`src/rtl/rx_ltssm_sequencer.sv`:
```
// Receive-side LTSSM substate sequencer: counts consecutive ordered sets per substate,
// advances from Detect.Quiet to Configuration.Idle. Optional macro RX_SEQ_TIMEOUT_EN adds ms timeouts.
module rx_ltssm_sequencer #(
  parameter int DEVICETYPE        = 0,
  parameter int POLL_ACTIVE_CNT   = 8,
  parameter int POLL_CFG_CNT      = 8,
  parameter int CFG_CNT           = 2,
  parameter int TO_POLL_ACTIVE_MS = 24,
  parameter int TO_POLL_CFG_MS    = 48,
  parameter int TO_CFG_MS         = 24
) (
  input  logic       clk,
  input  logic       reset,
  input  logic       start,
  input  logic       ms_tick,
  input  logic       countup,
  input  logic       resetcounter,
  input  logic [7:0] rateid_in,
  output logic [3:0] substate,
  output logic       checker_rst_n,
  output logic [4:0] os_count,
  output logic [7:0] link_rateid,
  output logic       state_done,
  output logic       timeout,
  output logic       linkup
);

  typedef enum logic [3:0] {
    DETECT_QUIET          = 4'd0,
    DETECT_ACTIVE         = 4'd1,
    POLLING_ACTIVE        = 4'd2,
    POLLING_CONFIGURATION = 4'd3,
    CFG_LW_START          = 4'd4,
    CFG_LW_ACCEPT         = 4'd5,
    CFG_LN_WAIT           = 4'd6,
    CFG_LN_ACCEPT         = 4'd7,
    CFG_COMPLETE          = 4'd8,
    CFG_IDLE              = 4'd9
  } state_t;

  state_t     state_r, state_nx_s;
  logic [4:0] os_count_r, os_count_nx_s;
  logic [7:0] link_rateid_r, link_rateid_nx_s;
  logic       state_done_r, state_done_nx_s;
  logic       timeout_r, timeout_nx_s;
  logic       linkup_r, linkup_nx_s;
  logic       checker_rst_n_r, checker_rst_n_nx_s;
  logic       counting_s, thr_hit_s, to_hit_s, abort_s;
  logic [31:0] unused_cfg_s;

  function automatic logic [4:0] threshold_of(input state_t s);
    case (s)
      POLLING_ACTIVE:        threshold_of = 5'(POLL_ACTIVE_CNT);
      POLLING_CONFIGURATION: threshold_of = 5'(POLL_CFG_CNT);
      default:               threshold_of = 5'(CFG_CNT);
    endcase
  endfunction

  assign counting_s = (state_r >= POLLING_ACTIVE) && (state_r <= CFG_COMPLETE);
  assign thr_hit_s  = counting_s && (os_count_r == threshold_of(state_r));
  assign abort_s    = !start && (state_r != DETECT_QUIET);

`ifdef RX_SEQ_TIMEOUT_EN
  logic [7:0] timer_r, timer_nx_s;

  function automatic logic [7:0] limit_of(input state_t s);
    case (s)
      POLLING_ACTIVE:        limit_of = 8'(TO_POLL_ACTIVE_MS);
      POLLING_CONFIGURATION: limit_of = 8'(TO_POLL_CFG_MS);
      default:               limit_of = 8'(TO_CFG_MS);
    endcase
  endfunction

  assign to_hit_s     = counting_s && (timer_r == limit_of(state_r));
  assign unused_cfg_s = 32'(DEVICETYPE);

  // ms timer: cleared on any substate change, counts ticks only while counting
  always_comb begin
    timer_nx_s = timer_r;
    if (abort_s || thr_hit_s || to_hit_s || !counting_s) begin
      timer_nx_s = 8'd0;
    end else if (ms_tick) begin
      timer_nx_s = timer_r + 8'd1;
    end else begin
      timer_nx_s = timer_r;
    end
  end

  // ms timer register
  always_ff @(posedge clk) begin
    if (reset) begin
      timer_r <= 8'd0;
    end else begin
      timer_r <= timer_nx_s;
    end
  end
`else
  assign to_hit_s     = 1'b0;
  assign unused_cfg_s = {31'd0, ms_tick} ^ 32'(DEVICETYPE) ^ 32'(TO_POLL_ACTIVE_MS)
                      ^ 32'(TO_POLL_CFG_MS) ^ 32'(TO_CFG_MS);
`endif

  // Next substate and outputs; link drop beats advance, advance beats timeout
  always_comb begin
    state_nx_s         = state_r;
    os_count_nx_s      = os_count_r;
    link_rateid_nx_s   = link_rateid_r;
    state_done_nx_s    = 1'b0;
    timeout_nx_s       = 1'b0;
    checker_rst_n_nx_s = 1'b1;
    if (abort_s) begin
      state_nx_s         = DETECT_QUIET;
      os_count_nx_s      = 5'd0;
      checker_rst_n_nx_s = 1'b0;
    end else if (thr_hit_s) begin
      state_nx_s         = state_t'(state_r + 4'd1);
      os_count_nx_s      = 5'd0;
      state_done_nx_s    = 1'b1;
      checker_rst_n_nx_s = 1'b0;
      if (state_r == POLLING_CONFIGURATION) begin
        link_rateid_nx_s = rateid_in;
      end else begin
        link_rateid_nx_s = link_rateid_r;
      end
    end else if (to_hit_s) begin
      state_nx_s         = DETECT_QUIET;
      os_count_nx_s      = 5'd0;
      timeout_nx_s       = 1'b1;
      checker_rst_n_nx_s = 1'b0;
    end else begin
      case (state_r)
        DETECT_QUIET: begin
          if (start) begin
            state_nx_s = DETECT_ACTIVE;
          end else begin
            state_nx_s = DETECT_QUIET;
          end
        end
        DETECT_ACTIVE: state_nx_s = POLLING_ACTIVE;
        CFG_IDLE:      state_nx_s = CFG_IDLE;
        default: begin
          // Checker reports are meaningless while it is being flushed
          if (!counting_s) begin
            state_nx_s    = DETECT_QUIET;
            os_count_nx_s = 5'd0;
          end else if (!checker_rst_n_r) begin
            os_count_nx_s = os_count_r;
          end else if (resetcounter) begin
            os_count_nx_s = 5'd0;
          end else if (countup && (os_count_r != 5'd31)) begin
            os_count_nx_s = os_count_r + 5'd1;
          end else begin
            os_count_nx_s = os_count_r;
          end
        end
      endcase
    end
    linkup_nx_s = (state_nx_s == CFG_IDLE);
  end

  // State and registered outputs
  always_ff @(posedge clk) begin
    if (reset) begin
      state_r         <= DETECT_QUIET;
      os_count_r      <= 5'd0;
      link_rateid_r   <= 8'd0;
      state_done_r    <= 1'b0;
      timeout_r       <= 1'b0;
      linkup_r        <= 1'b0;
      checker_rst_n_r <= 1'b0;
    end else begin
      state_r         <= state_nx_s;
      os_count_r      <= os_count_nx_s;
      link_rateid_r   <= link_rateid_nx_s;
      state_done_r    <= state_done_nx_s;
      timeout_r       <= timeout_nx_s;
      linkup_r        <= linkup_nx_s;
      checker_rst_n_r <= checker_rst_n_nx_s;
    end
  end

  assign substate      = state_r;
  assign os_count      = os_count_r;
  assign link_rateid   = link_rateid_r;
  assign state_done    = state_done_r;
  assign timeout       = timeout_r;
  assign linkup        = linkup_r;
  assign checker_rst_n = checker_rst_n_r;

endmodule

```
`config.mk`:
```
export PLATFORM = sky130hd
export DESIGN_NAME = rx_ltssm_sequencer
export DESIGN_NICKNAME = d
export VERILOG_FILES = /design/src/rtl/rx_ltssm_sequencer.sv
export SDC_FILE = /design/constraint.sdc
export NUM_CORES = 1
export LEC_CHECK = 0
export ABC_AREA = 0
export ABC_CLOCK_PERIOD_IN_PS = 6800
export BUFFER_PORTS_ARGS = -buffer_cell sky130_fd_sc_hd__buf_2
export CAP_MARGIN = 20
export CORE_AREA = 10 10 66 68
export CTS_CLUSTER_SIZE = 40
export DETAILED_ROUTE_END_ITERATION = 16
export DIE_AREA = 0 0 76 78
export HOLD_SLACK_MARGIN = 0.03
export SETUP_SLACK_MARGIN = 0.2
export SLEW_MARGIN = 5
export SYNTH_ARGS = -nofsm -noshare
export SYNTH_HDL_FRONTEND = slang
export SYNTH_SLANG_ARGS = --single-unit
```
`constraint.sdc`:
```
create_clock -name clk -period 6.8 [get_ports clk]
set_clock_uncertainty 0.1 [all_clocks]
set_input_delay 1.36 -clock clk [delete_from_list [all_inputs] [get_ports clk]]
set_output_delay 1.36 -clock clk [all_outputs]
set_load 0.01 [all_outputs]
```
==> results of run 1 <==
-- cell type report --
type / count / area, µm²
Inverter: 7 / 26.3
Multi-Input combinational cell: 90 / 636
Sequential cell: 20 / 400
Fill cell: 329 / 1850
Tap cell: 46 / 57.6
Clock inverter: 1 / 30.0
Timing Repair Buffer: 32 / 160
Clock buffer: 3 / 22.5
-- cell families after synthesis --
kind of cell,after synthesis,share of synthesized area (%)
buffers and inverters,11,5.48
adders and majority gates,6,6.85
and+or+nand+nor,45,22.8
AOI/OAI and AO/OA,26,17.4
DFF,20,36.5
muxes,9,8.22
other,1,0.342
xor gates and xnor gates,3,2.40
-- state kept, by name (all words and copies together), names as in the netlist --
register and flops:
link_rateid 8, linkup 1, state_done 1, os_count 5, checker_rst_n 1, substate 4
-- cells in the final DEF, fill, tap and decap left out, types with 2 or more instances in the layout --
cell type,instances
inv_1,7
o21ai_0,4
nand2_1,5
nand3_1,2
xnor2_1,2
nor2_1,20
o21a_1,3
a21oi_1,7
nor2b_1,3
buf_2,32
mux2i_1,9
clkbuf_4,3
dfxtp_1,20
nand2b_1,3
ha_1,6
-- power by group --
group | total (mW) | internal (mW) | switching, mW
Sequential | 0.122 | 0.119 | 0.00321
Clock | 0.0954 | 0.0596 | 0.0359
Combinational | 0.0261 | 0.0113 | 0.0147
-- stage by stage --
| stage | util [%] | hold WS, ns |
|---|---|---|
| 6_report | 41.9 | 0.413 |
| 5_1_grt | 41.9 | 0.431 |
| 4_1_cts | 41.9 | 0.421 |
| 3_5_place_dp | 40.3 | 0.392 |
| 3_3_place_gp | 40.3 | 0.370 |
| 2_1_floorplan | - | 0.435 |
-- routing by layer --
metal  wire (µm)  global-route usage, %
met1        1140                   10.3
met2        1200                   14.5
met3         181                   2.42
met4           8                   2.84
met5           0                      0
-- path summary, 6_finish.rpt --
path | endpoint | startpoint
hold / removal | link_rateid[3] | link_rateid[3]
setup reg to reg | link_rateid[4] | substate[0]
hold reg to reg | link_rateid[3] | link_rateid[3]
setup / recovery | link_rateid[4] | substate[0]
-- worst min-delay path, cell delays in order (launching register included) --
cell and delay (ns):
dfxtp_1 0.35, mux2i_1 0.07, nor2_1 0.07
==> summary.txt, run 1 <==
Status
  – Status: finished clean

STA
  – RSZ-0062 raised after global routing: false
  – Max-slew headroom: 62.1%
  – Slew @ Worst Pin: 0.561 ns
  – Final setup fails: 0
  – Fin worst setup slack: 4.11 ns
  – Final Max Tran Viols: 0
  – Setup TNS: 0 ns
  – Fmax: 372 MHz
  – Final Hold Fails: 0
  – Final period utilization: 39.5%
  – Tmin final: 2.69 ns

Setup path
  – Largest stage delay, worst path: 0.49 ns
  – Crit Path Class: reg2reg
  – Crit end category: flip-flop
  – CP Launch Type: flip-flop
  – Reg2Reg Depth: 7
  – Critical path's top delay family: simple AND/OR/NAND/NOR gates
  – Slowest cell on the critical path: dfxtp_1
  – WP data required: 6.89 ns
  – Worst-path cell chain: ha_1 -> nor2_1 -> or4b_4 -> a2111oi_4 -> nand4_2 -> mux2i_1 -> nor2_1
  – R2R setup slack: 4.11 ns
  – Top cell by count, worst path: nor2_1
  – CP Depth: 7
  – Worst-path fanout max: 8
  – WP buf/inv: 0
  – WP data arrival: 2.78 ns

CTS
  – Total CTS buffers: 3
  – Setup Buffers After CTS: 0
  – CTS root buf: clkbuf_4
  – H-tree depth: 1
  – CTS Hold Bufs: 0
  – # clock sinks: 20
  – CTS tree: done
  – Worst-Skew Late Latency: 0.30 ns
  – Post-CTS Resized: 0
  – Buffers from clock root to sink, at most: 2
  – Reg clk slew, reported paths: 0.11 ns

Synthesis
  – Synth Cell Area: 1100 µm²
  – Synth Instances: 121
  – Most used DFF post-synth: dfxtp_1
  – Post-Syn Nets: 141
  – Post-synth EDFFs: 0
  – Yosys Warn Count: 0
  – Synth cell count leaders: dfxtp_1 (20), nor2_1 (20), mux2i_1 (9), a21oi_1 (7), inv_1 (7)
  – Asr flop ratio synth: 0%
  – Yosys top cell by area: dfxtp_1
  – Post-synth top area share: 36.5%
  – FF+latch count, synth: 20
  – Synth area leaders: dfxtp_1 (37%), mux2i_1 (8.2%), ha_1 (6.8%)
  – Syn Area/Cell: 9.06 µm²
  – Post-synthesis cell type count: 42
  – Sequential element share of the synthesized area: 36.5%

Placed design
  – Routability Congestion: 0.811
  – DP HPWL: 2050 µm
  – Area after DPL: 1280 µm²
  – Total placed cells including tap cells: 195
  – Buffers added on ports: 32
  – Place WS: 4.09 ns

Floorplanning
  – Die X: 76 µm
  – Rows: 21
  – Die H: 78 µm
  – IO Pins: 35
  – Initial Util: 34.5%
  – DIE AREA: 5930 µm²
  – Core area: 3180 µm²

Global route
  – Number of antenna violations at the first check in global routing: 0
  – Vias in the first global route: 1001
  – Global-route wire length before repair: 4480 µm
  – GRT overflow: 0
  – Gr usage total: 8.60%
  – Largest net degree at the start of global routing: 14

Final layout
  – Post-Layout Cell Count: 199
  – Antenna Cells: 0
  – Design area: 1330 µm²
  – Proportion of layout cells with a drive suffix above 1: 26.1%
  – Nets: 174
  – Layout area overhead: 21.6%

Pwr
  – Power Density: 183 nW/µm²
  – Total power: 0.244 mW
  – Static Leakage: 0.671 nW
  – VDD IR max: 0.132 mV

Worst hold path
  – Hold Path Cell Cnt: 2
  – Worst hold path type: reg2reg

Route
  – Final WL: 2530 µm
  – Vias: 973
  – 1st-pass router iterations: 4
  – DRT iter0 DRCs: 63
  – Wirelength per Cell: 12.7 µm
  – DRT antenna net count: 0
  – DRC: 0
  – Vias/cell: 4.89

Job
  – Max_cap viols: 0
No activity file was read; power rests on OpenSTA's default activity.
==> inputs of run 2 (changes only) <==
--- a/config.mk
+++ b/config.mk
@@ -6,7 +6,7 @@
 export NUM_CORES = 1
 export LEC_CHECK = 0
 export ABC_AREA = 0
-export ABC_CLOCK_PERIOD_IN_PS = 6800
+export ABC_CLOCK_PERIOD_IN_PS = 2500
 export BUFFER_PORTS_ARGS = -buffer_cell sky130_fd_sc_hd__buf_2
 export CAP_MARGIN = 20
 export CORE_AREA = 10 10 66 68
==> constraint.sdc (replaced) <==
create_clock -name clk -period 2.5 [get_ports clk]
set_clock_uncertainty 0.1 [all_clocks]
set_input_delay 0.5 -clock clk [delete_from_list [all_inputs] [get_ports clk]]
set_output_delay 0.5 -clock clk [all_outputs]
set_load 0.01 [all_outputs]
==> summary.txt, run 2 (synthesized netlist as in run 1, its figures left out) <==
Status
  – Status: finished clean

CTS
  – CTS tree: done
  – Buffers from clock root to sink, at most: 2
  – Worst-Skew Late Latency: 0.30 ns
  – H-tree depth: 1
  – # clock sinks: 20
  – Reg clk slew, reported paths: 0.11 ns
  – Total CTS buffers: 3
  – CTS root buf: clkbuf_4

Setup path
  – R2R setup slack: 0.08 ns
  – Crit end category: flip-flop
  – CP Launch Type: flip-flop
  – Worst Setup SP: substate[0]
  – Worst-path fanout max: 5
  – WP data required: 2.62 ns
  – Crit Path Class: reg2reg
  – WP data arrival: 2.54 ns
  – Reg2Reg Depth: 9
  – Reg2reg end: linkup
  – R2r startpoint: substate[0]

Route
  – Wirelength per Cell: 13.1 µm
  – DRC: 0
  – Vias/cell: 4.76
  – DRT antenna net count: 0
  – Vias: 1024
  – Final WL: 2810 µm
  – 1st-pass router iterations: 4
  – DRT iter0 DRCs: 61

Pwr
  – Internal: 0.527 mW
  – Clock network power share: 38.7%
  – Sw Ratio: 23.4%
  – VDD IR max: 0.374 mV
  – Power Density: 454 nW/µm²
  – Reg power frac: 48.3%
  – Sw power: 0.161 mW
  – Comb pwr share: 13.0%
  – Static Leakage: 0.731 nW

Floorplanning
  – Core area: 3180 µm²
  – DIE AREA: 5930 µm²
  – IO Pins: 35
  – Initial Util: 34.5%
  – Rows: 21
  – Die X: 76 µm
  – Die H: 78 µm

STA
  – Slew @ Worst Pin: 0.592 ns
  – RSZ-0062 raised after global routing: true
  – Final Hold Fails: 0
  – Fmax: 413 MHz
  – Tmin final: 2.42 ns
  – Final setup fails: 0
  – Setup TNS: 0 ns
  – Final Max Tran Viols: 0
  – Final period utilization: 96.8%
  – Fin worst setup slack: 0.0809 ns
  – Max-slew headroom: 60.0%
  – Hold_ws: 0.324 ns

Global route
  – Gr usage total: 9.11%
  – GRT overflow: 0
  – Largest net degree at the start of global routing: 14
  – Global-route wire length before repair: 4690 µm
  – Vias in the first global route: 1049
  – Number of antenna violations at the first check in global routing: 0

Placed design
  – Routability Congestion: 0.871
  – DP HPWL: 2270 µm
  – Buffers added on ports: 32
  – Place WS: 0.0945 ns

Worst hold path
  – Worst hold path type: in2reg
  – Hold worst-path end: link_rateid[6]
  – HP Start: rateid_in[6]
  – Hold Path Cell Cnt: 3

Final layout
  – Commonest non-fill, non-tap cells in the layout: buf_2 (32), nor2_1 (19), dfxtp_1 (18)
  – Proportion of layout cells with a drive suffix above 1: 38.5%
  – Fill count: 330
  – Nets: 190
  – Max reg flops: 8
  – Antenna Cells: 0
  – Commonest non-fill, non-tap cell in the layout: buf_2
  – Layout area overhead: 38.1%

Job
  – Max_cap viols: 0
==> run 2: repair_timing <==
action,4_1_cts,5_1_grt
cloned,0,0
setup endpoints to repair,12,16
pin swaps,1,7
setup buffers,3,1
hold buffers,0,0
resized for setup,4,3
==> run 2: layout make-up <==
class,instances,area (µm²),area share (%)
Tap cell,46,57.6,3.80
Inverter,7,28.8,1.90
Clock inverter,1,30.0,1.98
Timing Repair Buffer,48,284,18.8
Sequential cell,20,408,26.9
Multi-Input combinational cell,90,683,45.1
Clock buffer,3,22.5,1.49
==> run 2: critical path, stage by stage (launching register included) <==
cell,delay (ns)
dfxtp_4,0.39
inv_4,0.07
ha_4,0.14
nor2_2,0.04
or4b_4,0.49
a2111oi_4,0.39
buf_4,0.18
nand2_2,0.08
mux2i_1,0.18
nor4bb_2,0.28
==> run 2: per-stage QoR <==
step | util, % | area, µm² | power [mW] | instances
6_report | 47.6 | 1510 | 0.688 | 215
2_1_floorplan | - | 1130 | 0.387 | 121
3_5_place_dp | 44.1 | 1400 | 0.421 | 207
4_1_cts | 47.0 | 1490 | 0.694 | 214
3_3_place_gp | 44.1 | 1400 | 0.419 | 207
5_1_grt | 47.6 | 1510 | 0.712 | 215
==> run 2: worst max-delay path by stage <==
stage / to / slack (ns) / cells past startpoint
3_3_place_gp: link_rateid[6] / 0.13 / 9
3_5_place_dp: link_rateid[3] / 0.09 / 9
6_report: linkup / 0.08 / 9
5_1_grt: link_rateid[3] / -0.02 / 9
2_1_floorplan: linkup / 0.20 / 7
4_1_cts: link_rateid[5] / 0.09 / 9
==> run 2: power groups by stage <==
stage	clock [mW]	combinational, mW	sequential [mW]
after floorplan	0	0.0470	0.340
after global placement	0	0.0811	0.338
after detailed placement	0	0.0822	0.338
after CTS	0.273	0.0887	0.332
after global routing	0.280	0.0991	0.333
final	0.266	0.0896	0.332
==> run 2: per-layer routing <==
layer | vias to the layer above | wire length (µm) | GRT usage, %
met1 | 470 | 1180 | 10.3
met2 | 32 | 1380 | 15.9
li1 | 519 | - | -
met5 | - | 0 | 0
met4 | 0 | 19 | 2.27
met3 | 3 | 231 | 3.23
